## src/rtl/fu_issue_queue.sv

```systemverilog
// In-order operand queue feeding a combinational FU; captures result+flags+tag into a registered output stage.
// Latency 2 cycles in->out; in_ready = not-full (queue only), result stage stalls the head while out_valid && !out_ready.
module fu_issue_queue #(
  parameter int size      = 32,
  parameter int depth     = 4,
  parameter int tag_width = 5
) (
  input  logic                       clk,
  input  logic                       rst_n,
  input  logic                       flush,
  input  logic                       in_valid,
  output logic                       in_ready,
  input  logic [size-1:0]            in_a,
  input  logic [size-1:0]            in_b,
  input  logic [3:0]                 in_sel,
  input  logic [tag_width-1:0]       in_tag,
  output logic [size-1:0]            fu_a,
  output logic [size-1:0]            fu_b,
  output logic [3:0]                 fu_sel,
  input  logic [size-1:0]            fu_s,
  input  logic                       fu_c,
  input  logic                       fu_v,
  input  logic                       fu_n,
  input  logic                       fu_z,
  output logic                       out_valid,
  input  logic                       out_ready,
  output logic [size-1:0]            out_s,
  output logic [3:0]                 out_flags,
  output logic [tag_width-1:0]       out_tag,
  output logic [$clog2(depth):0]     count
);

  localparam int AW = $clog2(depth);
  localparam int CW = AW + 1;

  logic [size-1:0]      r_a   [depth];
  logic [size-1:0]      r_b   [depth];
  logic [3:0]           r_sel [depth];
  logic [tag_width-1:0] r_tag [depth];

  logic [AW-1:0]        r_wptr;
  logic [AW-1:0]        r_rptr;
  logic [CW-1:0]        r_count;
  logic                 r_out_vld;
  logic [size-1:0]      r_out_s;
  logic [3:0]           r_out_flags;
  logic [tag_width-1:0] r_out_tag;

  logic w_full;
  logic w_head_vld;
  logic w_push;
  logic w_pop;

  assign w_full     = (r_count == CW'(depth));
  assign w_head_vld = (r_count != '0);
  assign w_push     = in_valid && !w_full && !flush;
  // Flush wins over capture: the head is discarded, not moved into the result stage.
  assign w_pop      = w_head_vld && (!r_out_vld || out_ready) && !flush;

  assign in_ready  = !w_full;
  assign count     = r_count;
  assign fu_a      = w_head_vld ? r_a[r_rptr]   : '0;
  assign fu_b      = w_head_vld ? r_b[r_rptr]   : '0;
  assign fu_sel    = w_head_vld ? r_sel[r_rptr] : '0;
  assign out_valid = r_out_vld;
  assign out_s     = r_out_s;
  assign out_flags = r_out_flags;
  assign out_tag   = r_out_tag;

  // Queue payload carries no reset; fu_* are masked to zero whenever the queue is empty.
  always_ff @(posedge clk) begin
    if (w_push) begin
      r_a[r_wptr]   <= in_a;
      r_b[r_wptr]   <= in_b;
      r_sel[r_wptr] <= in_sel;
      r_tag[r_wptr] <= in_tag;
    end
  end

  always_ff @(posedge clk or negedge rst_n) begin
    if (!rst_n) begin
      r_wptr  <= '0;
      r_rptr  <= '0;
      r_count <= '0;
    end else if (flush) begin
      r_wptr  <= '0;
      r_rptr  <= '0;
      r_count <= '0;
    end else begin
      if (w_push) r_wptr <= r_wptr + 1'b1;
      if (w_pop)  r_rptr <= r_rptr + 1'b1;
      case ({w_push, w_pop})
        2'b10:   r_count <= r_count + 1'b1;
        2'b01:   r_count <= r_count - 1'b1;
        default: r_count <= r_count;
      endcase
    end
  end

  always_ff @(posedge clk or negedge rst_n) begin
    if (!rst_n) begin
      r_out_vld   <= 1'b0;
      r_out_s     <= '0;
      r_out_flags <= '0;
      r_out_tag   <= '0;
    end else if (flush) begin
      r_out_vld <= 1'b0;
    end else if (w_pop) begin
      r_out_vld   <= 1'b1;
      r_out_s     <= fu_s;
      r_out_flags <= {fu_c, fu_v, fu_n, fu_z};
      r_out_tag   <= r_tag[r_rptr];
    end else if (r_out_vld && out_ready) begin
      r_out_vld <= 1'b0;
    end
  end

endmodule
```

## config.mk

```make
export PLATFORM = sky130hd
export DESIGN_NAME = fu_issue_queue
export DESIGN_NICKNAME = d
export VERILOG_FILES = /design/src/rtl/fu_issue_queue.sv
export SDC_FILE = /design/constraint.sdc
export NUM_CORES = 1
export LEC_CHECK = 0
export ABC_AREA = 1
export CORE_ASPECT_RATIO = 2
export CORE_MARGIN = 2
export CORE_UTILIZATION = 45
export DETAILED_ROUTE_END_ITERATION = 10
export PLACE_DENSITY_LB_ADDON = 0.1
export SLEW_MARGIN = 20
export SYNTH_ARGS = -nofsm -noshare
export SYNTH_HDL_FRONTEND = slang
export SYNTH_SLANG_ARGS = --single-unit
```

## constraint.sdc

```tcl
create_clock -name clk -period 5.2 [get_ports clk]
set_input_delay 0.52 -clock clk [delete_from_list [all_inputs] [get_ports clk]]
set_output_delay 0.52 -clock clk [all_outputs]
set_load 0.02 [all_outputs]
```

==> flow_summary_export.csv <==
group,metric,value,unit
placed_design,place_area,0.0159,mm^2
routing,drtIter0Drc,472,
timing,fin_tns_setup,0,ns
clocking,cts_setup_buffers,0,
worst_setup_path,r2r_setup_slack,2.51,ns
yosys,yosysUniqueCellTypes,25,
min_path,hp-class,"in2async",
grt,grt_max_degree,89,
pwr,p_leak,6.05,nW
grt,grt_usage,19.1,%
floorplanning,die_h,248,um
timing,maxSlewHeadroom,47.1,%
routing,vias,8693,
run_status,outcome,"completed",
floorplanning,core,0.0294,mm^2
clocking,cts_resized,0,
worst_setup_path,cp.arrival,3.46,ns
timing,fin_skew,0.00901,ns
final_layout,layout_commonest_cell,"edfxtp_1",
final_layout,fill_cells,2453,
grt,antenna_found_initial,3,
worst_setup_path,crit_buf_inv,3,
routing,ant_nets,0,
worst_setup_path,critPathMaxStageDelay,0.75,ns
timing,rsz0062_at_grt,"false",
worst_setup_path,r2r_start,"count[0]$_DFFE_PN0P_",
yosys,synth_cells,1094,
yosys,syn-num-nets,1213,
clocking,clkSinkCount,341,
clocking,ctsHtreeMaxLevel,1,
routing,vias_per_cell,5.15,
timing,min_period_over_period,76.5,%
worst_setup_path,critical_path.top_delay_family,"buffers and inverters",
placed_design,gp_congestion,0.745,
clocking,cts_max_path_buffers,3,
yosys,syn_area_per_cell,12.2,um^2
worst_setup_path,cp_max_fo,88,
timing,final.setup.worst_slack,1.22,ns
clocking,worstSkewPairLatency,0.56,ns
timing,hold_viol_final,0,
placed_design,dp_slack,1.74,ns
yosys,ys_ff_latch,341,
clocking,path_clk_slew,0.07,ns
timing,worst_pin_slew,0.793,ns
worst_setup_path,worst-setup-path-type,"reg2out",
floorplanning,start_util,45.5,%
routing,drt-wirelength-per-cell,18.2,um
clocking,cts_tree,"yes",
floorplanning,io_pins,228,
clocking,hold_buffers,0,
worst_setup_path,start_kind,"flop",
floorplanning,std_cell_rows,89,
timing,fmax,251,MHz
floorplanning,die_w,126,um
grt,grt_pass1_vias,8637,
final_layout,final_cell_mix,"edfxtp_1, nor2_1, clkdlybuf4s50_1",
timing,period_minus_slack,3.98,ns
yosys,syn_area,0.0134,mm^2
worst_setup_path,required,4.68,ns
worst_setup_path,reg2reg_depth,5,
run,max-cap-violations,0,
placed_design,place_hpwl,17.6,mm
final_layout,final_layout_size_suffix_gt1_share,5.90,%
routing,drcViolationCount,0,
yosys,ys_seq_area_share,74.7,%
worst_setup_path,crit_path_top_delay_cell,"dfrtp_4",
grt,overflow,0,
routing,firstDrtPassIters,5,
worst_setup_path,endpoint_kind,"output pin",
final_layout,final_area,0.0169,mm^2
timing,setup_viol,0,
yosys,ys.warnings.count,0,
floorplanning,fp.dieArea,0.0312,mm^2
clocking,numCtsBuffers,30,
placed_design,port_buffers,227,
clocking,cts_root_buf,"clkbuf_16",
pwr,powerDensity,571,mW/mm^2
timing,maxSlewViolCount,0,
grt,grt_pass1_wl,46.6,mm
worst_setup_path,critical_path.cell_chain,"inv_4 -> buf_12 -> o21ai_0 -> a21oi_1 -> clkdlybuf4s50_1",
routing,wirelength,30.7,mm
pwr,vdd_drop_max,354,uV
worst_setup_path,r2r_end,"r_a[1][6]$_DFFE_PP_",
final_layout,area_delta_synth_final,26.2,%
final_layout,final_nets,1421,
## state kept, by name, summed over array words and instances, names as in the netlist
register,count
r_rptr,2
r_b,128
out_flags,4
r_a,128
out_tag,5
r_tag,20
out_s,32
r_sel,16
r_wptr,2
out_valid,1
count,3
## how the worst max path moves through the flow
| stage | startpoint | to | slack (ns) | depth (start not counted) |
|---|---|---|---|---|
| 2_1_floorplan | count[0]$_DFFE_PN0P_ | r_a[0][0]$_DFFE_PP_ | 0.65 | 4 |
| 3_3_place_gp | r_rptr[0]$_DFFE_PN0P_ | fu_a[20] | 1.78 | 5 |
| 3_5_place_dp | r_rptr[0]$_DFFE_PN0P_ | fu_a[20] | 1.74 | 5 |
| 4_1_cts | r_rptr[0]$_DFFE_PN0P_ | fu_a[20] | 1.13 | 5 |
| 5_1_grt | r_rptr[0]$_DFFE_PN0P_ | fu_a[1] | 1.01 | 6 |
| 6_report | r_rptr[0]$_DFFE_PN0P_ | fu_a[18] | 1.22 | 5 |
## synth_stat cells, drive strengths merged
cell type	n	area [um^2]
buf	43	307
edfxtp	292	8770
nor2	290	1090
ha	4	50.1
nand2	142	548
xnor2	1	8.76
nand3	6	47.6
clkbuf	21	91.3
o21ai	151	756
inv	18	67.6
dfrtp	49	1230
a21oi	71	363
fa	1	20.0
o22ai	5	31.3
## logic make-up after synthesis
group / synth area share, %
and+or+nand+nor: 12.6
xor gates and xnor gates: 0.0655
buffers and inverters: 3.48
AOI/OAI and AO/OA: 8.60
adders and majority gates: 0.524
DFF: 74.7
## area by class of cell
cell class	count	area, um^2	area share (%)
multi-input cells	671	2950	17.5
clock inverters	15	170	1.01
diodes	3	7.51	0.0445
clock buffers	37	798	4.73
inverters	18	70.1	0.415
repair buffers	240	2430	14.4
well taps	364	455	2.70
flip-flops and latches	341	10000	59.3
## through the flow
step / hold WS, ns / total power, W / std cells / util [%]
after floorplan: 0.224 / 0.00587 / 1094 / -
after global placement: 0.461 / 0.00751 / 1634 / 54.1
after detailed placement: 0.464 / 0.00755 / 1634 / 54.1
after CTS: 0.0572 / 0.00977 / 1686 / 57.4
after global routing: 0.0932 / 0.0102 / 1689 / 57.4
final: 0.0462 / 0.00963 / 1689 / 57.4
## per-layer routing
layer,share of wire (%),global-route usage [%],up-vias
li1,-,-,4187
met3,4.8,3.13,43
met4,2.2,6.59,0
met5,0,0,-
met2,53,34.4,232
met1,40,23.3,4231
## where the power goes
group / leakage [nW] / switching [W] / internal (W) / total (W)
Clock: 0.471 / 0.000934 / 0.00128 / 0.00221
Sequential: 3.26 / 0.000244 / 0.00330 / 0.00354
Combinational: 2.32 / 0.00233 / 0.00155 / 0.00388
Total: 6.05 / 0.00351 / 0.00613 / 0.00963
Power figures use the tool's default switching activity.
